### config.mk
export PLATFORM = sky130hd
export DESIGN_NAME = rv32_alu_arbiter_flat
export DESIGN_NICKNAME = d
export VERILOG_FILES = /design/src/rtl/rv32_alu_pkg.sv /design/src/rtl/rv32_alu_arbiter_if.sv /design/src/rtl/rv32_rr_arbiter2.sv /design/src/rtl/rv32_alu_arbiter.sv /design/src/flat_wrapper.sv
export SDC_FILE = /design/constraint.sdc
export NUM_CORES = 1
export LEC_CHECK = 0
export CORE_AREA = 5 5 151 110
export CTS_CLUSTER_SIZE = 24
export DETAILED_ROUTE_END_ITERATION = 10
export DIE_AREA = 0 0 156 115
export GPL_ROUTABILITY_DRIVEN = 1
export PLACE_DENSITY = 0.89
export SKIP_LAST_GASP = 1
export SYNTH_ARGS = -nofsm -noshare
export SYNTH_HDL_FRONTEND = slang
export SYNTH_SLANG_ARGS = --single-unit
### constraint.sdc
create_clock -name i_clk -period 2.05 [get_ports i_clk]
set_input_delay 0.3075 -clock i_clk [delete_from_list [all_inputs] [get_ports i_clk]]
set_output_delay 0.3075 -clock i_clk [all_outputs]
set_load 0.02 [all_outputs]
### src/rtl/rv32_alu_pkg.sv
`default_nettype none
// ============================================================================
// Module : rv32_alu_pkg
// Brief  : Shared widths, ALU op select and arbiter FSM state encodings.
// Rev    : 1.0
// ============================================================================
package rv32_alu_pkg;

  localparam int DATA_W = 32;

  typedef enum logic [1:0] {
    ALU_ADD = 2'd0,
    ALU_SUB = 2'd1,
    ALU_AND = 2'd2,
    ALU_OR  = 2'd3
  } alu_sel_t;

  typedef enum logic [2:0] {
    ST_IDLE    = 3'd0,
    ST_ISSUE   = 3'd1,
    ST_WAIT    = 3'd2,
    ST_RESPOND = 3'd3,
    ST_CLEAR   = 3'd4
  } arb_state_t;

endpackage
`default_nettype wire

### src/rtl/rv32_alu_arbiter_if.sv
`default_nettype none
// ============================================================================
// Module : rv32_alu_arbiter_if
// Brief  : Requester, response and ALU-side signal bundle of the arbiter.
// Rev    : 1.0
// ============================================================================
interface rv32_alu_arbiter_if;
  import rv32_alu_pkg::*;

  logic [1:0]             i_req_valid;
  logic [1:0]             o_req_ready;
  logic [1:0][DATA_W-1:0] i_req_op_one;
  logic [1:0][DATA_W-1:0] i_req_op_two;
  logic [1:0][1:0]        i_req_sel;

  logic [1:0]             o_rsp_valid;
  logic [1:0]             i_rsp_ready;
  logic [DATA_W-1:0]      o_rsp_result;
  logic                   o_rsp_carry;
  logic                   o_rsp_error;

  logic                   o_alu_en;
  logic                   o_alu_stall_reset;
  logic                   o_alu_rst;
  logic [DATA_W-1:0]      o_alu_operand_one;
  logic [DATA_W-1:0]      o_alu_operand_two;
  alu_sel_t               o_alu_sel;
  logic                   i_alu_data_valid;
  logic [DATA_W-1:0]      i_alu_result;
  logic                   i_alu_carry_out;

  logic [7:0]             o_timeout_count;

  modport slave (
    input  i_req_valid, i_req_op_one, i_req_op_two, i_req_sel, i_rsp_ready,
           i_alu_data_valid, i_alu_result, i_alu_carry_out,
    output o_req_ready, o_rsp_valid, o_rsp_result, o_rsp_carry, o_rsp_error,
           o_alu_en, o_alu_stall_reset, o_alu_rst, o_alu_operand_one,
           o_alu_operand_two, o_alu_sel, o_timeout_count
  );

  modport master (
    output i_req_valid, i_req_op_one, i_req_op_two, i_req_sel, i_rsp_ready,
           i_alu_data_valid, i_alu_result, i_alu_carry_out,
    input  o_req_ready, o_rsp_valid, o_rsp_result, o_rsp_carry, o_rsp_error,
           o_alu_en, o_alu_stall_reset, o_alu_rst, o_alu_operand_one,
           o_alu_operand_two, o_alu_sel, o_timeout_count
  );

endinterface
`default_nettype wire

### src/rtl/rv32_rr_arbiter2.sv
`default_nettype none
// ============================================================================
// Module : rv32_rr_arbiter2
// Brief  : Two-request grant; the pointer holder wins a tie. One-hot or zero.
// Rev    : 1.0
// ============================================================================
module rv32_rr_arbiter2 (
  input  logic [1:0] i_req,
  input  logic       i_ptr,
  output logic [1:0] o_grant
);

  logic w_other;

  assign w_other = ~i_ptr;

  always_comb begin
    o_grant = 2'b00;
    if (i_req[i_ptr]) begin
      o_grant[i_ptr] = 1'b1;
    end else if (i_req[w_other]) begin
      o_grant[w_other] = 1'b1;
    end
  end

endmodule
`default_nettype wire

### src/rtl/rv32_alu_arbiter.sv
`default_nettype none
// ============================================================================
// Module : rv32_alu_arbiter
// Brief  : Shares one multi-cycle ALU between two requesters, with timeout.
// Rev    : 1.0
// ============================================================================
module rv32_alu_arbiter #(
  parameter int TIMEOUT_CYCLES = 5
) (
  input  logic               i_clk,
  input  logic               i_rst_n,
  rv32_alu_arbiter_if.slave  bus
);
  import rv32_alu_pkg::*;

  localparam logic [7:0] c_TIMER_LAST = 8'(TIMEOUT_CYCLES - 1);
  localparam logic [7:0] c_COUNT_MAX  = 8'hFF;

  arb_state_t        r_state;
  arb_state_t        w_next_state;
  logic              r_ptr;
  logic              r_owner;
  logic [DATA_W-1:0] r_op_one;
  logic [DATA_W-1:0] r_op_two;
  alu_sel_t          r_sel;
  logic [7:0]        r_timer;
  logic [DATA_W-1:0] r_result;
  logic              r_carry;
  logic              r_error;
  logic [7:0]        r_tcount;
  logic [1:0]        w_grant;
  logic              w_timed_out;

  rv32_rr_arbiter2 u_arb (
    .i_req   (bus.i_req_valid),
    .i_ptr   (r_ptr),
    .o_grant (w_grant)
  );

  assign w_timed_out = (r_timer == c_TIMER_LAST);

  always_ff @(posedge i_clk or negedge i_rst_n) begin
    if (!i_rst_n) begin
      r_state <= ST_IDLE;
    end else begin
      r_state <= w_next_state;
    end
  end

  always_comb begin
    w_next_state = r_state;
    case (r_state)
      ST_IDLE:    if (|w_grant) w_next_state = ST_ISSUE;
      ST_ISSUE:   w_next_state = ST_WAIT;
      ST_WAIT:    if (bus.i_alu_data_valid || w_timed_out) w_next_state = ST_RESPOND;
      ST_RESPOND: if (bus.i_rsp_ready[r_owner]) w_next_state = ST_CLEAR;
      ST_CLEAR:   w_next_state = ST_IDLE;
      default:    w_next_state = ST_IDLE;
    endcase
  end

  // Capture/latch datapath; a late data_valid on the last timer cycle still counts as success.
  always_ff @(posedge i_clk or negedge i_rst_n) begin
    if (!i_rst_n) begin
      r_ptr    <= 1'b0;
      r_owner  <= 1'b0;
      r_op_one <= '0;
      r_op_two <= '0;
      r_sel    <= ALU_ADD;
      r_timer  <= 8'd0;
      r_result <= '0;
      r_carry  <= 1'b0;
      r_error  <= 1'b0;
      r_tcount <= 8'd0;
    end else begin
      case (r_state)
        ST_IDLE: begin
          if (|w_grant) begin
            r_owner  <= w_grant[1];
            r_op_one <= bus.i_req_op_one[w_grant[1]];
            r_op_two <= bus.i_req_op_two[w_grant[1]];
            r_sel    <= alu_sel_t'(bus.i_req_sel[w_grant[1]]);
          end
        end
        ST_ISSUE: r_timer <= 8'd0;
        ST_WAIT: begin
          if (bus.i_alu_data_valid) begin
            r_result <= bus.i_alu_result;
            r_carry  <= bus.i_alu_carry_out;
            r_error  <= 1'b0;
          end else if (w_timed_out) begin
            r_result <= '0;
            r_carry  <= 1'b0;
            r_error  <= 1'b1;
            if (r_tcount != c_COUNT_MAX) r_tcount <= r_tcount + 8'd1;
          end else begin
            r_timer <= r_timer + 8'd1;
          end
        end
        ST_CLEAR: r_ptr <= ~r_owner;
        default: ;
      endcase
    end
  end

  always_comb begin
    bus.o_req_ready       = 2'b00;
    bus.o_rsp_valid       = 2'b00;
    bus.o_rsp_result      = '0;
    bus.o_rsp_carry       = 1'b0;
    bus.o_rsp_error       = 1'b0;
    bus.o_alu_en          = 1'b0;
    bus.o_alu_stall_reset = 1'b0;
    bus.o_alu_rst         = ~i_rst_n;
    bus.o_alu_operand_one = '0;
    bus.o_alu_operand_two = '0;
    bus.o_alu_sel         = ALU_ADD;
    case (r_state)
      ST_IDLE: begin
        if (i_rst_n) bus.o_req_ready = w_grant;
      end
      ST_ISSUE: begin
        bus.o_alu_en          = 1'b1;
        bus.o_alu_stall_reset = 1'b1;
        bus.o_alu_operand_one = r_op_one;
        bus.o_alu_operand_two = r_op_two;
        bus.o_alu_sel         = r_sel;
      end
      ST_WAIT: begin
        bus.o_alu_en          = 1'b1;
        bus.o_alu_operand_one = r_op_one;
        bus.o_alu_operand_two = r_op_two;
        bus.o_alu_sel         = r_sel;
      end
      ST_RESPOND: begin
        bus.o_rsp_valid[r_owner] = 1'b1;
        bus.o_rsp_result         = r_result;
        bus.o_rsp_carry          = r_carry;
        bus.o_rsp_error          = r_error;
      end
      ST_CLEAR: bus.o_alu_rst = 1'b1;
      default: ;
    endcase
  end

  assign bus.o_timeout_count = r_tcount;

endmodule
`default_nettype wire
### src/flat_wrapper.sv
// flat-port wrapper written by rule: the top's interface ports become plain ports
module rv32_alu_arbiter_flat import rv32_alu_pkg::*;
#(
  parameter int TIMEOUT_CYCLES = 5
)
  (i_clk, i_rst_n, bus_i_req_valid, bus_i_req_op_one, bus_i_req_op_two, bus_i_req_sel, bus_i_rsp_ready, bus_i_alu_data_valid, bus_i_alu_result, bus_i_alu_carry_out, bus_o_req_ready, bus_o_rsp_valid, bus_o_rsp_result, bus_o_rsp_carry, bus_o_rsp_error, bus_o_alu_en, bus_o_alu_stall_reset, bus_o_alu_rst, bus_o_alu_operand_one, bus_o_alu_operand_two, bus_o_alu_sel, bus_o_timeout_count);
  rv32_alu_arbiter_if bus_i ();
  input  logic i_clk;
  input  logic i_rst_n;
  input wire logic [$bits(bus_i.i_req_valid)-1:0] bus_i_req_valid;
  input wire logic [$bits(bus_i.i_req_op_one)-1:0] bus_i_req_op_one;
  input wire logic [$bits(bus_i.i_req_op_two)-1:0] bus_i_req_op_two;
  input wire logic [$bits(bus_i.i_req_sel)-1:0] bus_i_req_sel;
  input wire logic [$bits(bus_i.i_rsp_ready)-1:0] bus_i_rsp_ready;
  input wire logic [$bits(bus_i.i_alu_data_valid)-1:0] bus_i_alu_data_valid;
  input wire logic [$bits(bus_i.i_alu_result)-1:0] bus_i_alu_result;
  input wire logic [$bits(bus_i.i_alu_carry_out)-1:0] bus_i_alu_carry_out;
  output wire logic [$bits(bus_i.o_req_ready)-1:0] bus_o_req_ready;
  output wire logic [$bits(bus_i.o_rsp_valid)-1:0] bus_o_rsp_valid;
  output wire logic [$bits(bus_i.o_rsp_result)-1:0] bus_o_rsp_result;
  output wire logic [$bits(bus_i.o_rsp_carry)-1:0] bus_o_rsp_carry;
  output wire logic [$bits(bus_i.o_rsp_error)-1:0] bus_o_rsp_error;
  output wire logic [$bits(bus_i.o_alu_en)-1:0] bus_o_alu_en;
  output wire logic [$bits(bus_i.o_alu_stall_reset)-1:0] bus_o_alu_stall_reset;
  output wire logic [$bits(bus_i.o_alu_rst)-1:0] bus_o_alu_rst;
  output wire logic [$bits(bus_i.o_alu_operand_one)-1:0] bus_o_alu_operand_one;
  output wire logic [$bits(bus_i.o_alu_operand_two)-1:0] bus_o_alu_operand_two;
  output wire logic [$bits(bus_i.o_alu_sel)-1:0] bus_o_alu_sel;
  output wire logic [$bits(bus_i.o_timeout_count)-1:0] bus_o_timeout_count;
  assign bus_i.i_req_valid = bus_i_req_valid;
  assign bus_i.i_req_op_one = bus_i_req_op_one;
  assign bus_i.i_req_op_two = bus_i_req_op_two;
  assign bus_i.i_req_sel = bus_i_req_sel;
  assign bus_i.i_rsp_ready = bus_i_rsp_ready;
  assign bus_i.i_alu_data_valid = bus_i_alu_data_valid;
  assign bus_i.i_alu_result = bus_i_alu_result;
  assign bus_i.i_alu_carry_out = bus_i_alu_carry_out;
  assign bus_o_req_ready = bus_i.o_req_ready;
  assign bus_o_rsp_valid = bus_i.o_rsp_valid;
  assign bus_o_rsp_result = bus_i.o_rsp_result;
  assign bus_o_rsp_carry = bus_i.o_rsp_carry;
  assign bus_o_rsp_error = bus_i.o_rsp_error;
  assign bus_o_alu_en = bus_i.o_alu_en;
  assign bus_o_alu_stall_reset = bus_i.o_alu_stall_reset;
  assign bus_o_alu_rst = bus_i.o_alu_rst;
  assign bus_o_alu_operand_one = bus_i.o_alu_operand_one;
  assign bus_o_alu_operand_two = bus_i.o_alu_operand_two;
  assign bus_o_alu_sel = bus_i.o_alu_sel;
  assign bus_o_timeout_count = bus_i.o_timeout_count;
  rv32_alu_arbiter #(.TIMEOUT_CYCLES(TIMEOUT_CYCLES)) u_core (.i_clk(i_clk), .i_rst_n(i_rst_n), .bus(bus_i));
endmodule
# Yosys cells after proc, flatten, opt, wreduce, memory -nomap -nowiden
# Index checks and enable logic that the tools add are counted.
[word_totals]
register_bits = 121
wordCells = 94
input_bits = 172
out_inout_bits = 115
[op_classes]
addsub = 2
bitwise = 4
order_cmp = 7
n_eq_ne = 11
n_mux = 45
reduce_logical = 14
[ops]
columns = ["cell", "count"]
rows = [
  ["$mux 32", 9],
  ["$mux 1", 18],
  ["$add 8x1->8 const B", 2],
  ["$mux 2", 8],
  ["$mux 8", 2],
  ["$pmux 8 s2", 1],
  ["$pmux 3 s4", 1],
  ["$mux 3", 3],
  ["$eq 8x3->1 const B", 1],
  ["$lt 1x2->1 const B", 4],
  ["$ne 8x8->1 const B", 1],
  ["$eq 3x2->1 const B", 2],
  ["$ne 2x1->1 const B", 3],
  ["$reduce_and 3->1", 2],
  ["$ne 2x2->1 const B", 2],
  ["$not 1->1", 4],
  ["$reduce_and 2->1", 2],
  ["$reduce_and 4->1", 1],
  ["$reduce_bool 2->1", 2],
  ["$reduce_or 2->1", 2],
  ["$demux 1 s1", 3],
  ["$eq 3x1->1 const B", 1],
  ["$eq 3x3->1 const B", 1],
  ["$ge 1x1->1 const B", 3],
  ["3 further kinds", 5],
]

# Logic depth before layout (Yosys ltp)
# Gate-level depths: netlist of run 1.
[depth]
word_depth = 10
ltp_mapped = 8
depth_no_buf = 6

# Modules after synthesis
# Synthesis of run 1 repeated with hierarchy kept, for this count alone.
[unflattened]
hier_cells = 593
hier_area_um2 = 6249.7
[by_module_without_submodules]
columns = ["mod", "area_each_um2", "cells_each", "n_inst", "seq_area_each_um2"]
rows = [
  ["rv32_alu_arbiter", 6231.0, 590, 1, 3027.9],
  ["rv32_rr_arbiter2", 18.8, 3, 1, 0.0],
]

# Worst setup path before layout of run 1
# Ideal clock, no wire load.
[synth_path]
kind = "register to output"
startpoint = "register u_core.r_state[1]"
endpoint = "output port bus_o_alu_operand_one[24]"
arrival_ns = 1.792
slack_ns = -0.050
n_path_buf = 3
stages_incl_launch_ff = 8
required_time_ns = 1.742
cell_sequence = "dfrtp_1 > buf_2 > or3b_1 > inv_2 > nor2_2 > buf_2 > buf_6 > nor2b_1"
[synth_between]
elab_chain_cells = 3
word_cells_on_any_way = 4
classes_between = "eq/ne (2); mux (1); reduce/logical (1)"
[synth_rtl]
columns = ["item", "line_no", "text"]
rows = [
  ["start: declaration", "rv32_alu_arbiter.sv:19", "arb_state_t r_state;"],
  ["start signal: assignment", "rv32_alu_arbiter.sv:46", "r_state <= w_next_state;"],
  ["$eq 3x1->1 / $eq 3x2->1 (equally long branches)", "rv32_alu_arbiter.sv:118", "case (r_state)"],
  ["$reduce_or 2->1 (no line) (*)", "n/a", ""],
  ["$mux 32 (*)", "rv32_alu_arbiter.sv:118", ""],
  ["end: declaration", "flat_wrapper.sv:26", "output wire logic [$bits(bus_i.o_alu_operand_one)-1:0] bus_o_alu_operand_one;"],
]
# Mark *: on every way between the ends. The rest lies on a longest branch, timed or not.

# Worst setup path in the final report of run 1
[layout_path]
startpoint = "register u_core.r_state[2]"
endpoint = "output port bus_o_alu_operand_one[14]"
# The elaborated chain is that of the path after synthesis.

==> qor.csv, run 1 <==
stage,metric,value,unit
clock_network,H-tree levels,4,
timing,Max-slew headroom,0.5669,
synth,Syn Inst Count,588,
timing,period utilisation layout,1.112,
worst_setup_path,"slowest stage delay, CP",0.43,ns
floorplanning,starting density of the core,0.4000,
worst_setup_path,FF-to-FF path depth,8,
clock_network,CTS tree,yes,
clock_network,CTS buffer count,17,
timing,worst clock skew,0.009094,ns
global_routing,grt met3 use,0.06245,
global_routing,busiest grt layer,met2,
synth,Synth area leader,dfrtp_1,
synth,Post-synth top cells,"dfrtp_1 (121), nor2_1 (75), mux2i_1 (70)",
final_layout,"Design Area, Final",10360,sq um
synth,synthesized area,6030,sq um
floorplanning,core area,15070,sq um
floorplanning,Die W,156,um
global_routing,gr usage total,0.2082,
route,Via density,5.004,
timing,final setup vio count,78,
global_routing,vias in the first global route,5788,
global_routing,initial antenna violation count,0,
clock_network,Clock Latency Late Sink,0.40,ns
clock_network,clock-pin slew on the worst setup and hold paths,0.06,ns
timing,Slew @ Worst Pin,0.6497,ns
clock_network,Clock Tree Root,clkbuf_16,
global_routing,largest net degree at the start of global routing,121,
worst_setup_path,critical path's top delay family,simple AND/OR/NAND/NOR gates,
route,Vias,5600,
worst_setup_path,Critical Path Start Type,register,
worst_setup_path,stages on the worst setup path,7,
synth,Synth area leaders,"dfrtp_1 (50%), mux2i_1 (12%), nor2b_1 (6.8%), a21oi_1 (5.6%), a22o_1 (4.8%)",
synth,Netlist cell types,41,
timing,post-layout min period,2.279,ns
status,status,finished with violations,
timing,worst setup margin,-0.2286,ns
synth,post-synth net total,763,
worst_setup_path,CP Class,register to primary output,
worst_setup_path,WP data arrival,1.97,ns
route,1st-iter DRT viols,207,
final_layout,FILL cells,1122,
floorplanning,die area,17940,sq um
floorplanning,# rows,38,
place,Post-DP Area,9350,sq um
worst_setup_path,worst-path cell chain,or3b_4 -> inv_4 -> nor2_4 -> buf_6 -> buf_12 -> nor2b_1 -> buf_4,
power,Worst VDD drop,0.0009191,V
final_layout,area of the multi-input gates,3090,sq um
timing,fin. max-slew vios,0,
floorplanning,Top Ports,287,
synth,Async SR Flop Fraction,1.000,
global_routing,global route overflow,0,
synth,top-count cell post-synth,dfrtp_1,
synth,ys flop type,dfrtp_1,
timing,RSZ-0062 raised after global routing,true,
final_layout,diode count,0,
global_routing,met2 GRT Util,0.3552,
final_layout,area delta synth->final,71.76,%
worst_setup_path,Crit-path slowest cell,or3b_4,
power,power per cell area,1659,nW/um^2
status,failing checks,negative setup slack,
place,Post-DP HPWL,13830,um
place,GPL Wtd Cong,0.8112,
timing,max frequency,438.9,MHz
clock_network,clk sinks,121,
route,Wirelength per Cell,17.70,um
timing,WHS,0.2571,ns
worst_setup_path,Worst Path Required,1.74,ns
timing,final hold viol count,0,
final_layout,nets,1082,
synth,post-synthesis sequential area ratio,0.5022,
synth,number of enable flip-flop cells after synthesis,0,
place,# port buffers,286,
worst_setup_path,Worst setup EP type,primary output,
final_layout,Reg area,3028,sq um
route,final WL,19800,um
route,DRT antenna net count,0,
global_routing,first-pass GRT wire length,29710,um
global_routing,M1 GR Usage,0.2552,
synth,Mean Syn Cell Area,10.25,sq um
power,Leak Pwr,4.949,nW
route,First-pass DRT Iterations,4,
min_path,Worst Hold Class,input port to async pin,
route,Post-route DRC,0,
worst_setup_path,CP max FO,7,
clock_network,clock tree buffer depth,2,
floorplanning,chip height,115,um
flow_run,max-cap violation count,0,
worst_setup_path,Bufs and invs on worst path,4,
synth,Synth top area share,0.5022,
synth,Syn. warnings,0,
synth,Yosys reg bits,121,
final_layout,share of layout cells above drive strength 1,0.2884,
==> logic make-up after synthesis <==
| logic type | count (synthesis) | share of synthesized area |
|---|---|---|
| muxes | 71 | 0.1181 |
| buffers and inverters | 48 | 0.04129 |
| xor gates and xnor gates | 10 | 0.01453 |
| AOI/OAI and AO/OA | 110 | 0.1152 |
| adders and majority gates | 3 | 0.006226 |
| DFF | 121 | 0.5022 |
| and+or+nand+nor | 225 | 0.2025 |
==> final timing paths <==
path	startpoint	end	slack, ns
max	u_core.r_state[2]	bus_o_alu_operand_one[14]	-0.23
min	i_rst_n	u_core.r_ptr	0.26
max reg2reg	u_core.r_state[0]	u_core.r_timer[3]	0.07
min reg2reg	u_core.bus.o_timeout_count[5]	u_core.bus.o_timeout_count[5]	0.49
max in group asynchronous	i_rst_n	u_core.r_result[3]	0.95
min in group i_clk	u_core.bus.o_timeout_count[5]	u_core.bus.o_timeout_count[5]	0.49
==> metrics by stage <==
stage                     worst slack [ns]  utilization  TNS, ns  cells  total power, mW
after CTS                          -0.2051       0.6634   -9.995   1115            16.24
after global routing               -0.2852       0.6871   -14.98   1119            18.13
after floorplan                   -0.04974            -   -1.492    588            8.614
after detailed placement           -0.2712       0.6204   -13.34   1073            12.76
final                              -0.2286       0.6871   -8.829   1119            17.18
after global placement             -0.2303       0.6204   -10.27   1073            12.52
==> cells in the final DEF (no fill, tap or decap), types with 18 or more instances in the layout <==
master / count
and2_4: 19
a21oi_1: 68
nor2_1: 74
a22o_1: 33
clkbuf_16: 19
nor2b_1: 32
buf_6: 62
dfrtp_1: 121
mux2i_1: 70
buf_4: 71
clkdlybuf4s50_1: 178
and2_1: 18
nor2b_4: 23
==> power by group <==
part | total (mW) | internal, mW | switching [mW]
sequential | 4.05 | 3.44 | 0.606
clock | 2.94 | 1.83 | 1.11
combinational | 10.2 | 5.08 | 5.13
total | 17.2 | 10.3 | 6.84
==> sequential cells by signal, summed over array words and instances (netlist names) <==
name                        cells
u_core.r_op_two                32
u_core.r_timer                  8
u_core.r_state                  3
u_core.bus.o_timeout_count      8
u_core.r_error                  1
u_core.r_result                32
u_core.r_ptr                    1
u_core.r_carry                  1
u_core.r_sel                    2
u_core.r_op_one                32
u_core.r_owner                  1
==> what timing repair did <==
item	in CTS	in global routing
hold buffers	1	0
cloned	3	3
gates resized for setup	574	90
pin swaps	4	13
hold endpoints to repair	1	0
setup endpoints to repair	107	111
buffers inserted	8	3
==> area by class of cell <==
| cell class | count | area share |
|---|---|---|
| well taps | 200 | 0.02416 |
| clock inverters | 13 | 0.01414 |
| repair buffers | 342 | 0.3264 |
| flip-flops and latches | 121 | 0.2924 |
| clock buffers | 18 | 0.04241 |
| multi-input cells | 420 | 0.2984 |
| inverters | 5 | 0.002054 |
==> routing by layer <==
layer / part of all wire / up-vias
li1: - / 2660
met1: 0.40 / 2693
met2: 0.49 / 217
met3: 0.089 / 30
met4: 0.018 / 0
met5: 0 / -
Power figures use the tool's default switching activity.
==> run 2, diff against run 1 <==
CORE_AREA = 5 5 148 108   (was 5 5 151 110)
CTS_BUF_LIST = sky130_fd_sc_hd__clkbuf_8   (was not set)
DIE_AREA = 0 0 153 113   (was 0 0 156 115)
PLACE_DENSITY = 0.91   (was 0.89)
==> run 2 against run 1 <==
Clock power fell by 30%. Largest power group unchanged. Largest cell class unchanged. The run still ends with negative setup slack left. Critical endpoint is now bus_o_alu_operand_two[18]. Final cell count fell by 1.3%. Register-to-register slack barely moved.
==> qor.csv, run 2 (synthesized netlist as in run 1, its figures left out) <==
stage,metric,value,unit
status,status,finished with violations,
status,failing checks,negative setup slack,
worst_setup_path,Crit-path slowest cell,dfrtp_1,
worst_setup_path,worst-path cell chain,buf_6 -> nor3b_4 -> buf_4 -> nor2_4 -> nor2b_1 -> clkdlybuf4s15_2,
route,First-pass DRT Iterations,6,
route,Wirelength per Cell,17.48,um
timing,RSZ-0062 raised after global routing,true,
clock_network,clock tree buffer depth,2,
final_layout,nets,1072,
final_layout,diode count,0,
place,pre-CTS setup slack,-0.2649,ns
timing,period utilisation layout,1.089,
worst_setup_path,Worst setup EP type,primary output,
worst_setup_path,Worst Path Required,1.74,ns
place,# port buffers,286,
global_routing,first-pass GRT wire length,29890,um
final_layout,area delta synth->final,60.47,%
power,combinational power share,0.588,
power,Net Sw Power,6.215,mW
min_path,Worst Hold Class,input port to async pin,
clock_network,clock-pin slew on the worst setup and hold paths,0.07,ns
worst_setup_path,"slowest stage delay, CP",0.40,ns
route,1st-iter DRT viols,270,
worst_setup_path,FF-to-FF path depth,7,
place,Post-DP HPWL,14090,um
timing,worst clock skew,0.01378,ns
final_layout,"commonest non-fill, non-tap cell in the layout",clkdlybuf4s50_1,
timing,post-layout min period,2.233,ns
timing,fin. max-slew vios,0,
global_routing,largest net degree at the start of global routing,121,
place,GPL Wtd Cong,0.8539,
power,Leak Pwr,4.602,nW
route,final WL,19300,um
clock_network,Clock Latency Late Sink,0.43,ns
final_layout,most frequent cells in the layout,"clkdlybuf4s50_1 (178), dfrtp_1 (121), buf_4 (100)",
power,Int Power,8.614,mW
global_routing,gr usage total,0.2152,
route,Post-route DRC,0,
floorplanning,core area,14350,sq um
final_layout,Largest regs,"u_core.r_op_one (32), u_core.r_op_two (32), u_core.r_result (32)",
timing,final setup vio count,80,
floorplanning,Top Ports,287,
worst_setup_path,Critical Path Start Type,register,
clock_network,clk sinks,121,
power,Seq pwr share,0.273,
final_layout,FILL cells,1114,
clock_network,H-tree levels,4,
floorplanning,chip height,113,um
clock_network,CTS buffer count,17,
worst_setup_path,CP Class,register to primary output,
floorplanning,starting density of the core,0.4201,
timing,Max-slew headroom,0.5374,
final_layout,post-layout util,0.6742,
floorplanning,# rows,37,
power,Clock Power Share,0.140,
timing,Slew @ Worst Pin,0.6940,ns
route,Via density,4.991,
final_layout,share of layout cells above drive strength 1,0.2354,
route,DRT antenna net count,0,
power,switching share of power,0.4191,
timing,setup TNS,-9.283,ns
route,Vias,5510,
flow_run,max-cap violation count,0,
power,Worst VDD drop,0.0007911,V
clock_network,CTS tree,yes,
clock_network,Clock Tree Root,clkbuf_8,
timing,WHS,0.2517,ns
global_routing,vias in the first global route,5684,
worst_setup_path,CP max FO,5,
timing,max frequency,447.9,MHz
global_routing,global route overflow,0,
floorplanning,Die W,153,um
timing,final hold viol count,0,
floorplanning,die area,17290,sq um
global_routing,initial antenna violation count,1,
power,power per cell area,1533,nW/um^2
worst_setup_path,WP data arrival,1.93,ns
timing,worst setup margin,-0.1827,ns
[run 2: changes by cell type in the layout (fill, tap and decap cells not counted), sizes merged]
cell           before  now
clkdlybuf4s15       0    4
clkbuf             22   18
inv                 8    6
buf               159  149
clkinv              3    6
clkinvlp            5    4
[run 2: final cells by class]
| class | instances | area (sq um) | area share |
|---|---|---|---|
| tap | 195 | 244.0 | 0.02522 |
| multi-input combinational | 420 | 2877 | 0.2973 |
| sequential | 121 | 3028 | 0.3129 |
| inverter | 5 | 21.27 | 0.002198 |
| clock inverter | 13 | 131.4 | 0.01358 |
| timing repair buffer | 332 | 3127 | 0.3232 |
| clock buffer | 18 | 247.7 | 0.02560 |
[run 2: repair_timing]
action	4_1_cts	5_1_grt
buffers inserted	9	3
hold buffers	1	0
endpoints found under the hold margin	1	0
pin swaps	2	4
cloned	2	0
gates resized for setup	527	21
endpoints found under the setup margin	107	110
[run 2: path summary, 6_finish.rpt]
| path | from | end | slack [ns] |
|---|---|---|---|
| max | u_core.r_state[0] | bus_o_alu_operand_two[18] | -0.18 |
| min | i_rst_n | u_core.r_ptr | 0.25 |
| max reg2reg | u_core.r_state[2] | u_core.bus.o_timeout_count[6] | 0.07 |
| min reg2reg | u_core.r_result[25] | u_core.r_result[25] | 0.49 |
| max in group asynchronous | i_rst_n | u_core.r_op_two[30] | 0.94 |
| min in group i_clk | bus_i_alu_result[20] | u_core.r_result[20] | 0.49 |
[run 2: critical path: cells and delay by family (launching register included)]
family / cells / cell delay (ns)
and+or+nand+nor: 3 / 0.51
DFF: 1 / 0.40
buffers and inverters: 3 / 0.60
[run 2: metrics by stage]
step           area [sq um]  std cells  power [mW]
3_3_place_gp           9326       1059       12.43
4_1_cts                9614       1102       14.81
6_report               9676       1104       14.83
2_1_floorplan          6030        588       8.614
3_5_place_dp           9326       1059       12.65
5_1_grt                9676       1104       15.74
[run 2: power by group through the flow]
| stage | Combinational (mW) | Clock [mW] | Sequential (mW) |
|---|---|---|---|
| 2_1_floorplan | 4.77 | 0 | 3.84 |
| 3_3_place_gp | 8.40 | 0 | 4.03 |
| 3_5_place_dp | 8.60 | 0 | 4.05 |
| 4_1_cts | 8.66 | 2.13 | 4.02 |
| 5_1_grt | 9.36 | 2.22 | 4.17 |
| 6_report | 8.71 | 2.07 | 4.04 |
[run 2: routing by layer]
metal,share of wire,up-vias,global-route usage,routed length (um)
met5,0.0010,-,0,20
met1,0.42,2607,0.2611,8055
met4,0.014,2,0.05697,272
met2,0.49,236,0.3694,9426
li1,-,2639,-,-
met3,0.079,26,0.07454,1521
==> run 3, diff against run 2 <==
CORE_AREA = 5 5 163 118   (was 5 5 148 108)
CTS_CLUSTER_SIZE = 16   (was 24)
DIE_AREA = 0 0 168 123   (was 0 0 153 113)
PLACE_DENSITY = 0.79   (was 0.91)
==> run 3 against run 2 <==
Wire length rose by 2.9%. Critical endpoint is now bus_o_alu_operand_two[21]. Power is 13% higher. Highest routed layer is now met4. Clock power grew 9%. Non-clock buffer count is 11 higher. Die area rose by 20%. First-iteration DRC count rose by 18%. Final area up 7.2%. The run still ends with negative setup slack left. Sequential power hardly changed. Count of clock-buffer cells in the layout rose by 1. Clock skew barely moved.
==> qor.csv, run 3 (synthesized netlist as in run 1, its figures left out) <==
stage,metric,value,unit
global_routing,gr usage total,0.1767,
final_layout,post-layout util,0.5894,
final_layout,most frequent cells in the layout,"clkdlybuf4s50_1 (178), dfrtp_1 (121), nor2_1 (74)",
route,First-pass DRT Iterations,6,
global_routing,first-pass GRT wire length,29040,um
global_routing,initial antenna violation count,0,
route,Wirelength per Cell,17.18,um
worst_setup_path,Worst R2R Setup Slack,0.15,ns
final_layout,diode count,0,
floorplanning,# rows,41,
worst_setup_path,worst reg2reg endpoint,u_core.r_timer[7],
worst_setup_path,FF-to-FF path depth,7,
timing,post-layout min period,2.312,ns
final_layout,"commonest non-fill, non-tap cell in the layout",clkdlybuf4s50_1,
clock_network,clk sinks,121,
floorplanning,chip height,123,um
global_routing,largest net degree at the start of global routing,116,
timing,RSZ-0062 raised after global routing,true,
worst_setup_path,Worst setup EP type,primary output,
worst_setup_path,WP data arrival,2.00,ns
timing,fin. max-slew vios,0,
status,status,finished with violations,
clock_network,CTS tree,yes,
timing,Max-slew headroom,0.5694,
global_routing,vias in the first global route,5477,
worst_setup_path,Worst Path Required,1.74,ns
route,final WL,19860,um
timing,final setup vio count,98,
final_layout,area delta synth->final,72.01,%
status,failing checks,negative setup slack,
final_layout,area of the multi-input gates,3073,sq um
floorplanning,die area,20660,sq um
worst_setup_path,CP Class,register to primary output,
route,Vias,5544,
worst_setup_path,r2r startpoint,u_core.r_state[2],
floorplanning,Die W,168,um
final_layout,FILL cells,1501,
route,Post-route DRC,0,
route,Via density,4.796,
clock_network,CTS buffer count,17,
final_layout,share of layout cells above drive strength 1,0.2685,
power,Worst VDD drop,0.0007526,V
min_path,Worst Hold Class,input port to async pin,
worst_setup_path,CP max FO,6,
power,power per cell area,1616,nW/um^2
clock_network,H-tree levels,4,
floorplanning,Top Ports,287,
timing,Slew @ Worst Pin,0.6459,ns
timing,worst clock skew,0.01406,ns
timing,final hold viol count,0,
worst_setup_path,Critical Path Start Type,register,
clock_network,clock tree buffer depth,2,
timing,worst setup margin,-0.2618,ns
place,# port buffers,286,
power,Power Total,16.76,mW
clock_network,Clock Tree Root,clkbuf_8,
final_layout,Largest regs,"u_core.r_op_one (32), u_core.r_op_two (32), u_core.r_result (32)",
timing,max frequency,432.6,MHz
clock_network,Clock Latency Late Sink,0.43,ns
timing,period utilisation layout,1.128,
floorplanning,core area,17600,sq um
global_routing,global route overflow,0,
final_layout,Reg area,3028,sq um
place,Post-DP HPWL,13850,um
flow_run,max-cap violation count,0,
floorplanning,starting density of the core,0.3427,
place,GPL Wtd Cong,0.8089,
power,Leak Pwr,4.884,nW
clock_network,clock-pin slew on the worst setup and hold paths,0.07,ns
route,1st-iter DRT viols,318,
final_layout,nets,1082,
route,DRT antenna net count,0,
==> run 3: what timing repair did <==
action | 4_1_cts | 5_1_grt
endpoints found under the setup margin | 107 | 111
hold endpoints to repair | 6 | 0
setup buffers | 6 | 6
hold buffers | 1 | 0
gates resized for setup | 391 | 175
gates cloned | 0 | 7
pin swaps | 0 | 2
==> run 3: final cells by class <==
class	count	area share
Timing Repair Buffer	343	0.3412
Multi-Input combinational cell	419	0.2963
Tap cell	236	0.02847
Clock inverter	13	0.01484
Sequential cell	121	0.2920
Clock buffer	19	0.02521
Inverter	5	0.002051
==> run 3: stage by stage <==
stage / worst slack (ns) / setup TNS (ns) / instance area, sq um / std cells / hold slack (ns)
floorplan: -0.04974 / -1.492 / 6030 / 588 / 0.01191
global placement: -0.1403 / -6.379 / 9393 / 1104 / 0.1484
detailed placement: -0.1685 / -8.528 / 9393 / 1104 / 0.1509
CTS: -0.3080 / -14.90 / 9726 / 1143 / 0.2021
global route: -0.3512 / -23.96 / 10370 / 1156 / 0.2219
finish: -0.2618 / -12.57 / 10370 / 1156 / 0.2393
==> run 3: worst max path at each step <==
stage	start	to	slack, ns	cells past startpoint
floorplan	u_core.r_state[1]	bus_o_alu_operand_one[24]	-0.05	7
finish	u_core.r_state[1]	bus_o_alu_operand_two[21]	-0.26	8
global route	u_core.r_state[2]	bus_o_alu_operand_two[27]	-0.35	8
global placement	u_core.r_state[2]	bus_o_alu_operand_one[30]	-0.14	6
CTS	u_core.r_state[1]	bus_o_alu_operand_one[13]	-0.31	6
detailed placement	u_core.r_state[2]	bus_o_alu_operand_two[11]	-0.17	6
==> run 3: layer usage <==
metal,routed length [um],vias to the layer above,part of all wire,GRT usage
li1,-,2663,-,-
met1,8474,2639,0.43,0.2280
met2,9383,211,0.47,0.2793
met3,1645,31,0.083,0.06456
met4,356,0,0.018,0.05525
met5,0,-,0,0
==> run 3: critical path, stage by stage, from the launching register on <==
cell,delay [ns]
dfrtp_1,0.38
or3b_4,0.42
inv_4,0.07
nor2_4,0.04
buf_6,0.14
buf_12,0.13
buf_8,0.12
nor2b_2,0.13
buf_6,0.14
==> run 3: report_power, final <==
part	internal, mW	switching [mW]
Combinational	5.34	5.14
Clock	1.26	1.00
Sequential	3.43	0.591
Total	10.0	6.73
